`src/rtl/atm_pkg.sv`:
```
// Shared ATM datapath package: PIN sequencer state encoding and keypad constants.
// The transaction controller decodes pin_state_t, so its encodings are fixed here.
package atm_pkg;

   localparam int DIGIT_W = 4;
   localparam logic [DIGIT_W-1:0] MAX_DIGIT = 4'd9;
   localparam int CNT_W = 4;
   localparam int FAIL_W = 3;

   typedef enum logic [2:0] {
      PIN_IDLE    = 3'd0,
      PIN_ENTRY   = 3'd1,
      PIN_CHECK   = 3'd2,
      PIN_GRANTED = 3'd3,
      PIN_LOCKED  = 3'd4
   } pin_state_t;

   function automatic logic is_digit(input logic [DIGIT_W-1:0] key);
      return key <= MAX_DIGIT;
   endfunction

endpackage

```
`src/rtl/pin_entry_ctrl_if.sv`:
```
// Keypad-side and status signals of the PIN-entry sequencer.
// master = keypad decoder / transaction controller side, slave = pin_entry_ctrl.
interface pin_entry_ctrl_if
   import atm_pkg::*;
#(
   parameter int DIGITS = 4
) ();

   logic                        card_in;
   logic                        cancel;
   logic                        digit_valid;
   logic [DIGIT_W-1:0]          digit;
   logic [DIGIT_W*DIGITS-1:0]   stored_pin;

   logic                        busy;
   logic [CNT_W-1:0]            digit_cnt;
   logic [FAIL_W-1:0]           fail_cnt;
   logic                        auth_ok;
   logic                        bad_pin;
   logic                        lockout;
   logic                        timeout;

   modport master (
      output card_in, cancel, digit_valid, digit, stored_pin,
      input  busy, digit_cnt, fail_cnt, auth_ok, bad_pin, lockout, timeout
   );

   modport slave (
      input  card_in, cancel, digit_valid, digit, stored_pin,
      output busy, digit_cnt, fail_cnt, auth_ok, bad_pin, lockout, timeout
   );

endinterface

```
`src/rtl/pin_en_reg.sv`:
```
// Enable-gated register with asynchronous active-high reset.
module pin_en_reg #(
   parameter int W = 4
) (
   input  logic         clk,
   input  logic         rst,
   input  logic         en,
   input  logic [W-1:0] d,
   output logic [W-1:0] q
);

   always_ff @(posedge clk or posedge rst) begin
      if (rst) begin
         q <= '0;
      end else if (en) begin
         q <= d;
      end
   end

endmodule

```
`src/rtl/pin_shift_reg.sv`:
```
// DIGITS x 4-bit entry shift register; newest digit lands in the low nibble.
// Synchronous clear overrides shift so a retry always starts from an all-zero entry.
module pin_shift_reg
   import atm_pkg::*;
#(
   parameter int DIGITS = 4
) (
   input  logic                      clk,
   input  logic                      rst,
   input  logic                      shift_en,
   input  logic                      clear,
   input  logic [DIGIT_W-1:0]        digit_in,
   output logic [DIGIT_W*DIGITS-1:0] pin_out
);

   logic [DIGIT_W*DIGITS-1:0] next_pin;
   logic                      load;

   assign load     = shift_en | clear;
   assign next_pin = clear ? '0 : {pin_out[DIGIT_W*(DIGITS-1)-1:0], digit_in};

   for (genvar i = 0; i < DIGITS; i++) begin : g_nibble
      pin_en_reg #(
         .W (DIGIT_W)
      ) u_nibble (
         .clk (clk),
         .rst (rst),
         .en  (load),
         .d   (next_pin[DIGIT_W*i +: DIGIT_W]),
         .q   (pin_out[DIGIT_W*i +: DIGIT_W])
      );
   end

endmodule

```
`src/rtl/pin_entry_ctrl.sv`:
```
// PIN-entry sequencer: collects keypad digits, compares against the card PIN, locks after MAX_TRIES.
// Optional inactivity abort in ENTRY is enabled by defining PIN_TIMEOUT_EN.
module pin_entry_ctrl
   import atm_pkg::*;
#(
   parameter int DIGITS    = 4,
   parameter int MAX_TRIES = 3
`ifdef PIN_TIMEOUT_EN
   ,
   parameter int TIMEOUT_CYC = 1000
`endif
) (
   input  logic             clk,
   input  logic             rst,
   pin_entry_ctrl_if.slave  bus
);

   localparam logic [CNT_W-1:0]  LAST_CNT = CNT_W'(DIGITS);
   localparam logic [FAIL_W-1:0] FAIL_MAX = FAIL_W'(MAX_TRIES);

   pin_state_t                state_q, state_d;
   logic [DIGIT_W*DIGITS-1:0] entry;
   logic [CNT_W-1:0]          digit_cnt_q, digit_cnt_d;
   logic [FAIL_W-1:0]         fail_cnt_q, fail_cnt_d, fail_next;
   logic                      shift_en, clear_entry;
   logic                      abort, key_ok, timeout_hit;
   logic                      bad_pin_d, timeout_d;
   logic                      busy_q, auth_ok_q, bad_pin_q, lockout_q, timeout_q;

   assign abort     = !bus.card_in || bus.cancel;
   assign key_ok    = bus.digit_valid && is_digit(bus.digit);
   assign fail_next = (fail_cnt_q >= FAIL_MAX) ? FAIL_MAX : fail_cnt_q + FAIL_W'(1);

   pin_shift_reg #(
      .DIGITS (DIGITS)
   ) u_shift (
      .clk      (clk),
      .rst      (rst),
      .shift_en (shift_en),
      .clear    (clear_entry),
      .digit_in (bus.digit),
      .pin_out  (entry)
   );

`ifdef PIN_TIMEOUT_EN
   localparam int IDLE_W = $clog2(TIMEOUT_CYC + 1);

   logic [IDLE_W-1:0] idle_cnt;

   // Counts ENTRY cycles without an accepted digit; any other state holds it at zero.
   always_ff @(posedge clk or posedge rst) begin
      if (rst) begin
         idle_cnt <= '0;
      end else if (state_q != PIN_ENTRY || shift_en) begin
         idle_cnt <= '0;
      end else begin
         idle_cnt <= idle_cnt + IDLE_W'(1);
      end
   end

   assign timeout_hit = (idle_cnt == IDLE_W'(TIMEOUT_CYC - 1));
`else
   assign timeout_hit = 1'b0;
`endif

   always_comb begin
      state_d     = state_q;
      digit_cnt_d = digit_cnt_q;
      fail_cnt_d  = fail_cnt_q;
      shift_en    = 1'b0;
      clear_entry = 1'b0;
      bad_pin_d   = 1'b0;
      timeout_d   = 1'b0;

      case (state_q)
         PIN_IDLE: begin
            clear_entry = 1'b1;
            if (bus.card_in) begin
               state_d = PIN_ENTRY;
            end
         end

         PIN_ENTRY: begin
            if (abort) begin
               state_d = PIN_IDLE;
            end else if (key_ok) begin
               shift_en    = 1'b1;
               digit_cnt_d = digit_cnt_q + CNT_W'(1);
               if (digit_cnt_d == LAST_CNT) begin
                  state_d = PIN_CHECK;
               end
            end else if (timeout_hit) begin
               state_d   = PIN_IDLE;
               timeout_d = 1'b1;
            end
         end

         PIN_CHECK: begin
            if (abort) begin
               state_d = PIN_IDLE;
            end else if (entry == bus.stored_pin) begin
               state_d = PIN_GRANTED;
            end else begin
               fail_cnt_d = fail_next;
               if (fail_next == FAIL_MAX) begin
                  state_d = PIN_LOCKED;
               end else begin
                  state_d     = PIN_ENTRY;
                  digit_cnt_d = '0;
                  clear_entry = 1'b1;
                  bad_pin_d   = 1'b1;
               end
            end
         end

         PIN_GRANTED: begin
            if (abort) begin
               state_d = PIN_IDLE;
            end
         end

         PIN_LOCKED: begin
            state_d = PIN_LOCKED;
         end

         default: begin
            state_d = PIN_IDLE;
         end
      endcase

      // Every path into IDLE (abort, timeout) starts the next card session from scratch.
      if (state_d == PIN_IDLE) begin
         digit_cnt_d = '0;
         fail_cnt_d  = '0;
      end
   end

   // Status outputs are registered from the next state so they line up with the state register.
   always_ff @(posedge clk or posedge rst) begin
      if (rst) begin
         state_q     <= PIN_IDLE;
         digit_cnt_q <= '0;
         fail_cnt_q  <= '0;
         busy_q      <= 1'b0;
         auth_ok_q   <= 1'b0;
         bad_pin_q   <= 1'b0;
         lockout_q   <= 1'b0;
         timeout_q   <= 1'b0;
      end else begin
         state_q     <= state_d;
         digit_cnt_q <= digit_cnt_d;
         fail_cnt_q  <= fail_cnt_d;
         busy_q      <= (state_d != PIN_IDLE);
         auth_ok_q   <= (state_d == PIN_GRANTED);
         bad_pin_q   <= bad_pin_d;
         lockout_q   <= (state_d == PIN_LOCKED);
         timeout_q   <= timeout_d;
      end
   end

   assign bus.busy      = busy_q;
   assign bus.digit_cnt = digit_cnt_q;
   assign bus.fail_cnt  = fail_cnt_q;
   assign bus.auth_ok   = auth_ok_q;
   assign bus.bad_pin   = bad_pin_q;
   assign bus.lockout   = lockout_q;
   assign bus.timeout   = timeout_q;

endmodule

```
`src/flat_wrapper.sv`:
```
// flat-port wrapper written by rule: the top's interface ports become plain ports
module pin_entry_ctrl_flat import atm_pkg::*;
#(
   parameter int DIGITS    = 4,
   parameter int MAX_TRIES = 3

)
  (clk, rst, bus_card_in, bus_cancel, bus_digit_valid, bus_digit, bus_stored_pin, bus_busy, bus_digit_cnt, bus_fail_cnt, bus_auth_ok, bus_bad_pin, bus_lockout, bus_timeout);
  pin_entry_ctrl_if #(.DIGITS(DIGITS)) bus_i ();
  input  logic clk;
  input  logic rst;
  input wire logic [$bits(bus_i.card_in)-1:0] bus_card_in;
  input wire logic [$bits(bus_i.cancel)-1:0] bus_cancel;
  input wire logic [$bits(bus_i.digit_valid)-1:0] bus_digit_valid;
  input wire logic [$bits(bus_i.digit)-1:0] bus_digit;
  input wire logic [$bits(bus_i.stored_pin)-1:0] bus_stored_pin;
  output wire logic [$bits(bus_i.busy)-1:0] bus_busy;
  output wire logic [$bits(bus_i.digit_cnt)-1:0] bus_digit_cnt;
  output wire logic [$bits(bus_i.fail_cnt)-1:0] bus_fail_cnt;
  output wire logic [$bits(bus_i.auth_ok)-1:0] bus_auth_ok;
  output wire logic [$bits(bus_i.bad_pin)-1:0] bus_bad_pin;
  output wire logic [$bits(bus_i.lockout)-1:0] bus_lockout;
  output wire logic [$bits(bus_i.timeout)-1:0] bus_timeout;
  assign bus_i.card_in = bus_card_in;
  assign bus_i.cancel = bus_cancel;
  assign bus_i.digit_valid = bus_digit_valid;
  assign bus_i.digit = bus_digit;
  assign bus_i.stored_pin = bus_stored_pin;
  assign bus_busy = bus_i.busy;
  assign bus_digit_cnt = bus_i.digit_cnt;
  assign bus_fail_cnt = bus_i.fail_cnt;
  assign bus_auth_ok = bus_i.auth_ok;
  assign bus_bad_pin = bus_i.bad_pin;
  assign bus_lockout = bus_i.lockout;
  assign bus_timeout = bus_i.timeout;
  pin_entry_ctrl #(.DIGITS(DIGITS), .MAX_TRIES(MAX_TRIES)) u_core (.clk(clk), .rst(rst), .bus(bus_i));
endmodule
```
`config.mk`:
```
export PLATFORM = sky130hd
export DESIGN_NAME = pin_entry_ctrl_flat
export DESIGN_NICKNAME = d
export VERILOG_FILES = /design/src/rtl/atm_pkg.sv /design/src/rtl/pin_entry_ctrl_if.sv /design/src/rtl/pin_en_reg.sv /design/src/rtl/pin_shift_reg.sv /design/src/rtl/pin_entry_ctrl.sv /design/src/flat_wrapper.sv
export SDC_FILE = /design/constraint.sdc
export NUM_CORES = 1
export LEC_CHECK = 0
export ABC_AREA = 1
export CORE_AREA = 2 2 69 71
export CTS_CLUSTER_SIZE = 16
export DETAILED_ROUTE_END_ITERATION = 6
export DIE_AREA = 0 0 71 73
export PLACE_DENSITY = 0.73
export SYNTH_ARGS = -nofsm -noshare
export SYNTH_HDL_FRONTEND = slang
export SYNTH_SLANG_ARGS = --single-unit
```
`constraint.sdc`:
```
create_clock -name clk -period 2.4 [get_ports clk]
set_input_delay 0.48 -clock clk [delete_from_list [all_inputs] [get_ports clk]]
set_output_delay 0.48 -clock clk [all_outputs]
set_load 0.03 [all_outputs]
```
Word-level counts from Yosys, hierarchy flattened --
Index checks and enable logic that the tools add are counted.
Cells by class: $add $sub $neg 2, magnitude comparators 2, eq/ne operators 16, multiplexer cells 30, bitwise logic cells 1, reductions and logical operators 10
Operators with widths (number):
- 3-bit 2-to-1 mux | 13
- 4-bit 2-to-1 mux | 6
- 16-bit == test | 1
- 16-bit 2-to-1 mux | 1
- 3-bit case mux with 5 select lines | 1
- 3-bit by 2-bit == test with 1-bit output (second input constant) | 4
- 3-bit != test (second input constant) | 4
- 4-bit case mux with 2 select lines | 1
- 1-bit 2-to-1 mux | 7
- 3-bit == test (second input constant) | 2
- 3-bit logical NOT | 2
- 6-bit AND reduction | 1
- 3-bit nonzero test | 2
- 4-bit by 1-bit adder with 4-bit output (second input constant) | 1
- 4-bit by 3-bit == test with 1-bit output (second input constant) | 1
- 4-bit less-or-equal comparator (second input constant) | 1
- 2-bit != test (second input constant) | 2
- 3-bit by 1-bit adder with 3-bit output (second input constant) | 1
- 3-bit by 1-bit == test with 1-bit output (second input constant) | 1
- 3-bit by 2-bit greater-or-equal comparator with 1-bit output (second input constant) | 1
- 3-bit by 1-bit != test with 1-bit output (second input constant) | 1
- 3-bit AND reduction | 1
- 1-bit case mux with 2 select lines | 1
- 2-bit nonzero test | 1
- other kinds (4) | 4
Word-level totals: flip-flop bits (word level) 30, input port bits 25, output and inout port bits 12, word-level logic and storage cells 72

Logic depth before layout (Yosys ltp) --
depth after elaboration 10, mapped depth 13, mapped depth without buffers 13

By module --
A second synthesis with hierarchy kept.
Second synthesis, totals: cell total of the unflattened synthesis 307, area, all modules 1993.2 um^2
Modules (own cells, without submodules):
- pin_entry_ctrl | instances 1, cells each 198, area each 1224.9 um^2, sequential area each 350.3 um^2
- pin_en_reg | instances 4, cells each 18, area each 152.6 um^2, sequential area each 100.1 um^2
- pin_shift_reg | instances 1, cells each 37, area each 157.7 um^2, sequential area each 0.0 um^2

Worst setup path after synthesis --
OpenSTA, ideal clock, no wires.
path kind reg-to-reg, start point reg u_core.fail_cnt_q[0], in the netlist u_core.bus.fail_cnt[0], end point reg u_core.u_shift.g_nibble[1].u_nibble.q[2], library setup time 0.120 ns, arrival 1.878 ns, slack 0.401 ns, stages on the path, launching flop included 12, buffers on the path 1, period minus slack after synthesis 1.999 ns, cells stage by stage dfrtp_1 ha_1 ha_1 inv_1 nand3_1 a31oi_1 nand3_4 nand2_4 nor2_4 buf_6 nand2_1 o21ai_2
On the way: cells in the longest elaborated chain, start to end 8, elaborated cells on any way between the ends 10, those cells by class add/sub (1); order compare (1); eq/ne (1); mux (6); bitwise (1)
RTL lines:
- from (decl) | line pin_entry_ctrl.sv:24 | logic [FAIL_W-1:0] fail_cnt_q, fail_cnt_d, fail_next;
- from (signal assigned) | line pin_entry_ctrl.sv:152 | fail_cnt_q <= fail_cnt_d;
- 3-bit by 1-bit adder with 3-bit output or 3-bit by 2-bit greater-or-equal comparator with 1-bit output (tied branches) | line pin_entry_ctrl.sv:32 | assign fail_next = (fail_cnt_q >= FAIL_MAX) ? FAIL_MAX : fail_cnt_q + FAIL_W'(1);
- 3-bit 2-to-1 mux * | line pin_entry_ctrl.sv:32
- 3-bit by 2-bit == test with 1-bit output * | line pin_entry_ctrl.sv:105 | if (fail_next == FAIL_MAX) begin
- 1-bit 2-to-1 mux * | line pin_entry_ctrl.sv:105
- 1-bit 2-to-1 mux * | line pin_entry_ctrl.sv:101 | end else if (entry == bus.stored_pin) begin
- 1-bit 2-to-1 mux * | line pin_entry_ctrl.sv:99 | if (abort) begin
- 1-bit case mux with 2 select lines * | line pin_entry_ctrl.sv:75 | case (state_q)
- 16-bit 2-to-1 mux or 1-bit bitwise OR (tied branches) | line pin_shift_reg.sv:20, pin_shift_reg.sv:19
- to (signal assigned) | line pin_en_reg.sv:14 | q <= '0;
- to (signal assigned) | line pin_en_reg.sv:16 | q <= d;
- to (decl) | line pin_en_reg.sv:9 | output logic [W-1:0] q
Every way passes the cells marked *; elsewhere a longest branch is shown, timed or not. A chain may end at the register's enable or synchronous reset.

Final worst setup path --
start point reg u_core.fail_cnt_q[0], in the netlist u_core.bus.fail_cnt[0], end point reg u_core.digit_cnt_q[1], in the netlist u_core.bus.digit_cnt[1]
On the way: cells in the longest elaborated chain, start to end 10, elaborated cells on any way between the ends 17, those cells by class add/sub (1); order compare (1); eq/ne (6); mux (6); reduce/logical (3)
RTL lines:
- 3-bit by 1-bit adder with 3-bit output or 3-bit by 2-bit greater-or-equal comparator with 1-bit output (tied branches) | line pin_entry_ctrl.sv:32
- 3-bit 2-to-1 mux * | line pin_entry_ctrl.sv:32
- 3-bit by 2-bit == test with 1-bit output * | line pin_entry_ctrl.sv:105
- 3-bit 2-to-1 mux * | line pin_entry_ctrl.sv:105
- 3-bit 2-to-1 mux * | line pin_entry_ctrl.sv:101
- 3-bit 2-to-1 mux * | line pin_entry_ctrl.sv:99
- 3-bit case mux with 5 select lines * | line pin_entry_ctrl.sv:75
- net u_core.state_d[2] | line pin_entry_ctrl.sv:21 | pin_state_t state_q, state_d;
- 3-bit logical NOT * | line pin_entry_ctrl.sv:132 | if (state_d == PIN_IDLE) begin
- 3-bit != test (no line), or another cell as far along
- 6-bit AND reduction (no line)
- to (signal assigned) | line pin_entry_ctrl.sv:151 | digit_cnt_q <= digit_cnt_d;
- to (decl) | line pin_entry_ctrl.sv:23 | logic [CNT_W-1:0] digit_cnt_q, digit_cnt_d;
The timed path passes the listed nets; every way through them passes the cells marked *.

==> impl_metrics.py <==
metrics = {
    "sta": {
        "rsz0062_at_grt": "false",
        "skew_ns": 0.00655,
        "max_freq_mhz": 478,
        "maxSlewViolCount": 0,
        "setup_viol": 0,
        "setup-tns-final_ns": 0,
        "hold_violations": 0,
        "period_minus_slack_ns": 2.09,
        "post-route-period-util_pct": 87.1,
    },
    "min_path": {
        "min_path_type": "reg -> reg",
        "whs_endpoint": "u_core.u_shift.g_nibble[0].u_nibble.q[1]",
        "worstHoldStart": "u_core.u_shift.g_nibble[0].u_nibble.q[1]",
        "hold_depth": 2,
    },
    "final_layout": {
        "nNetsFinal": 336,
        "fin_area_sq_um": 2310,
        "multi_input_area_sq_um": 855,
        "nFillCells": 453,
        "drive_gt1_share_pct": 7.82,
        "register_area_sq_um": 751,
        "area_growth_pct": 26.6,
        "antenna_cells": 0,
    },
    "logic_synthesis": {
        "synthDistinctLibCells": 26,
        "netlist_area_sq_um": 1820,
        "ys_ff_latch": 30,
        "ys_seq_area_share_pct": 41.2,
        "synth_nets": 295,
        "yosys_warnings": 0,
        "netlist_instances": 266,
        "avgSynthCellArea_sq_um": 6.86,
    },
    "setup_path": {
        "path_cells": "ha_1 > ha_1 > inv_1 > nand3_1 > a31oi_1 > inv_1 > nand3_1 > nand2_1 > nor2_4 > nor2_1",
        "cpLargestDelayFamily": "simple AND/OR/NAND/NOR gates",
        "critPathArrivalTime_ns": 2.25,
        "crit_fanout": 8,
        "cp.required_ns": 2.56,
        "timing.rr.start": "u_core.bus.fail_cnt[0]",
        "reg2reg_depth": 10,
        "path_class": "reg -> reg",
        "ff2ff_setup_slack_ns": 0.31,
        "rr_endpoint": "u_core.bus.digit_cnt[1]",
        "slowest_delay_ns": 0.42,
        "worstSetupStartpointType": "register",
        "endpoint_kind": "register",
        "crit_buf_inv": 2,
        "crit_slowest_cell": "dfrtp_1",
    },
    "power_and_ir_drop": {
        "internal_power_mw": 0.779,
        "swShare_pct": 24.9,
        "power_frac_seq_pct": 49.9,
        "power_density_nw_per_um2": 449,
        "p_sw_mw": 0.259,
        "power_leakage_nw": 1.18,
        "pwr-share-clk_pct": 35.8,
        "pwr-share-comb_pct": 14.3,
        "peakVddDrop_uv": 323,
    },
    "floorplanning": {
        "die_h_um": 73,
        "core_sq_um": 4540,
        "fp.dieW_um": 71,
        "initial_core_util_pct": 40.2,
        "io_pins": 37,
        "num_rows": 25,
        "dieArea_sq_um": 5180,
    },
    "detailed_routing": {
        "wl_um": 3690,
        "drt_iter0_markers": 87,
        "first_pass_iters": 4,
        "detail-route-antenna-nets": 0,
        "routedWlPerCell_um": 10.2,
        "avgViaCountPerCell": 4.50,
        "vias": 1626,
        "drc": 0,
    },
    "flow_run": {
        "maxCapViolCount": 0,
    },
    "clocking": {
        "numCtsBuffers": 5,
        "clk_latency_ns": 0.28,
        "clockBufferDepth": 2,
        "cts.clk_slew.worst_paths_ns": 0.06,
        "cts_tree": "yes",
        "root_buffer": "clkbuf_8",
        "cts_resized": 0,
        "cts_sinks": 30,
        "htreeDepth": 2,
        "holdBufCountCts": 0,
        "post_cts_buffers": 0,
    },
    "place": {
        "placed_area_sq_um": 2230,
        "gp_congestion": 0.819,
        "port_buffers": 35,
        "place_hpwl_um": 2830,
    },
    "global_route": {
        "grt_pass1_wl_um": 6560,
        "grt_pass1_vias": 1552,
        "gr-total-overflow": 0,
        "grt_start_max_net_pins": 31,
        "antenna_found_initial": 0,
        "track_usage_pct": 16.3,
    },
    "outcome": {
        "status": "completed",
    },
}
per-stage QoR:
step | instances | utilization, % | setup WS (ns) | total power [mW] | hold WS [ns]
after floorplan | 266 | - | 0.401 | 0.612 | 0.463
after global placement | 354 | 49.2 | 0.128 | 0.675 | 0.487
after detailed placement | 354 | 49.2 | 0.0523 | 0.677 | 0.487
after CTS | 361 | 50.9 | 0.280 | 1.06 | 0.502
after global routing | 361 | 50.9 | 0.120 | 1.09 | 0.541
final | 361 | 50.9 | 0.310 | 1.04 | 0.501
cells in the mapped netlist (all sizes together):
cell type | count | area (sq um)
or3b | 1 | 8.76
ha | 4 | 50.1
nor2 | 28 | 125
nand3b | 2 | 15.0
o21ai | 12 | 82.6
a21oi | 5 | 25.0
dfrtp | 30 | 751
and2 | 1 | 6.26
nand4 | 2 | 12.5
nor3 | 1 | 10.0
conb | 1 | 3.75
nand2 | 109 | 419
xor2 | 2 | 17.5
buf | 3 | 23.8
a31oi | 1 | 6.26
nand3 | 12 | 72.6
inv | 52 | 195
worst reg2reg max path, delay by kind of cell (launching register included):
kind	cells	cell delay (ns)
buffers and inverters	2	0.17
adder cells (fa/ha/maj)	2	0.39
AND/OR/NAND/NOR	5	0.65
AO/OA/AOI/OAI	1	0.35
flip-flops	1	0.42
flip-flops by register name (all words and copies together), names as in the netlist:
| name | cells |
|---|---|
| u_core.bus.auth_ok | 1 |
| u_core.bus.bad_pin | 1 |
| u_core.bus.busy | 1 |
| u_core.bus.digit_cnt | 4 |
| u_core.bus.fail_cnt | 3 |
| u_core.bus.lockout | 1 |
| u_core.state_q | 3 |
| u_core.u_shift.g_nibble.u_nibble.q | 16 |
power groups by stage:
| stage | logic (mW) | registers [mW] | clock network (mW) |
|---|---|---|---|
| 5_1_grt | 0.167 | 0.519 | 0.407 |
| 3_5_place_dp | 0.150 | 0.527 | 0 |
| 4_1_cts | 0.151 | 0.518 | 0.389 |
| 6_report | 0.148 | 0.518 | 0.372 |
| 3_3_place_gp | 0.147 | 0.527 | 0 |
| 2_1_floorplan | 0.0795 | 0.533 | 0 |
cell usage in the layout (no fill, tap or decap), types with 2 or more instances in the layout:
cell type,instances
nand3_1,11
inv_1,49
a21oi_1,5
xor2_1,2
nor2_1,24
nand2_1,107
nand3b_1,2
buf_4,2
ha_1,4
o21ai_0,6
dfrtp_1,30
clkdlybuf4s50_1,35
nor2_4,2
clkbuf_8,5
nor2_2,2
clkbuf_1,2
o21ai_2,6
nand4_1,2
inv_2,3
per-layer routing:
metal | track usage [%] | wire length (um)
met5 | 0 | 0
met4 | 6.29 | 66
met3 | 4.70 | 192
met2 | 28.8 | 1760
met1 | 18.8 | 1680
cells by family (layout without fill, tap and decap cells):
group | after synthesis | in the layout | share of synthesized area [%]
adder cells (fa/ha/maj) | 4 | 4 | 2.74
XOR/XNOR | 2 | 2 | 0.960
AO/OA/AOI/OAI | 18 | 18 | 6.24
flip-flops | 30 | 30 | 41.2
AND/OR/NAND/NOR | 156 | 156 | 36.7
buffers and inverters | 55 | 96 | 12.0
other | 1 | 1 | 0.206
worst max path at each step:
stage | start | endpoint | slack (ns) | cells past startpoint
final | u_core.bus.fail_cnt[0] | u_core.bus.digit_cnt[1] | 0.31 | 10
after global routing | bus_stored_pin[15] | u_core.u_shift.g_nibble[3].u_nibble.q[3] | 0.12 | 13
after CTS | u_core.bus.fail_cnt[0] | u_core.bus.digit_cnt[1] | 0.28 | 10
after detailed placement | bus_stored_pin[15] | u_core.u_shift.g_nibble[3].u_nibble.q[3] | 0.05 | 13
after global placement | bus_stored_pin[10] | u_core.u_shift.g_nibble[2].u_nibble.q[1] | 0.13 | 13
after floorplan | u_core.bus.fail_cnt[0] | u_core.u_shift.g_nibble[1].u_nibble.q[2] | 0.40 | 11
area by class of cell:
type	instances	share of cell area [%]
clock buffer	7	3.30
sequential	30	32.5
multi-input combinational	181	37.0
timing repair buffer	37	15.8
tap	54	2.93
inverter	52	8.45
No activity file was read; power rests on OpenSTA's default activity.
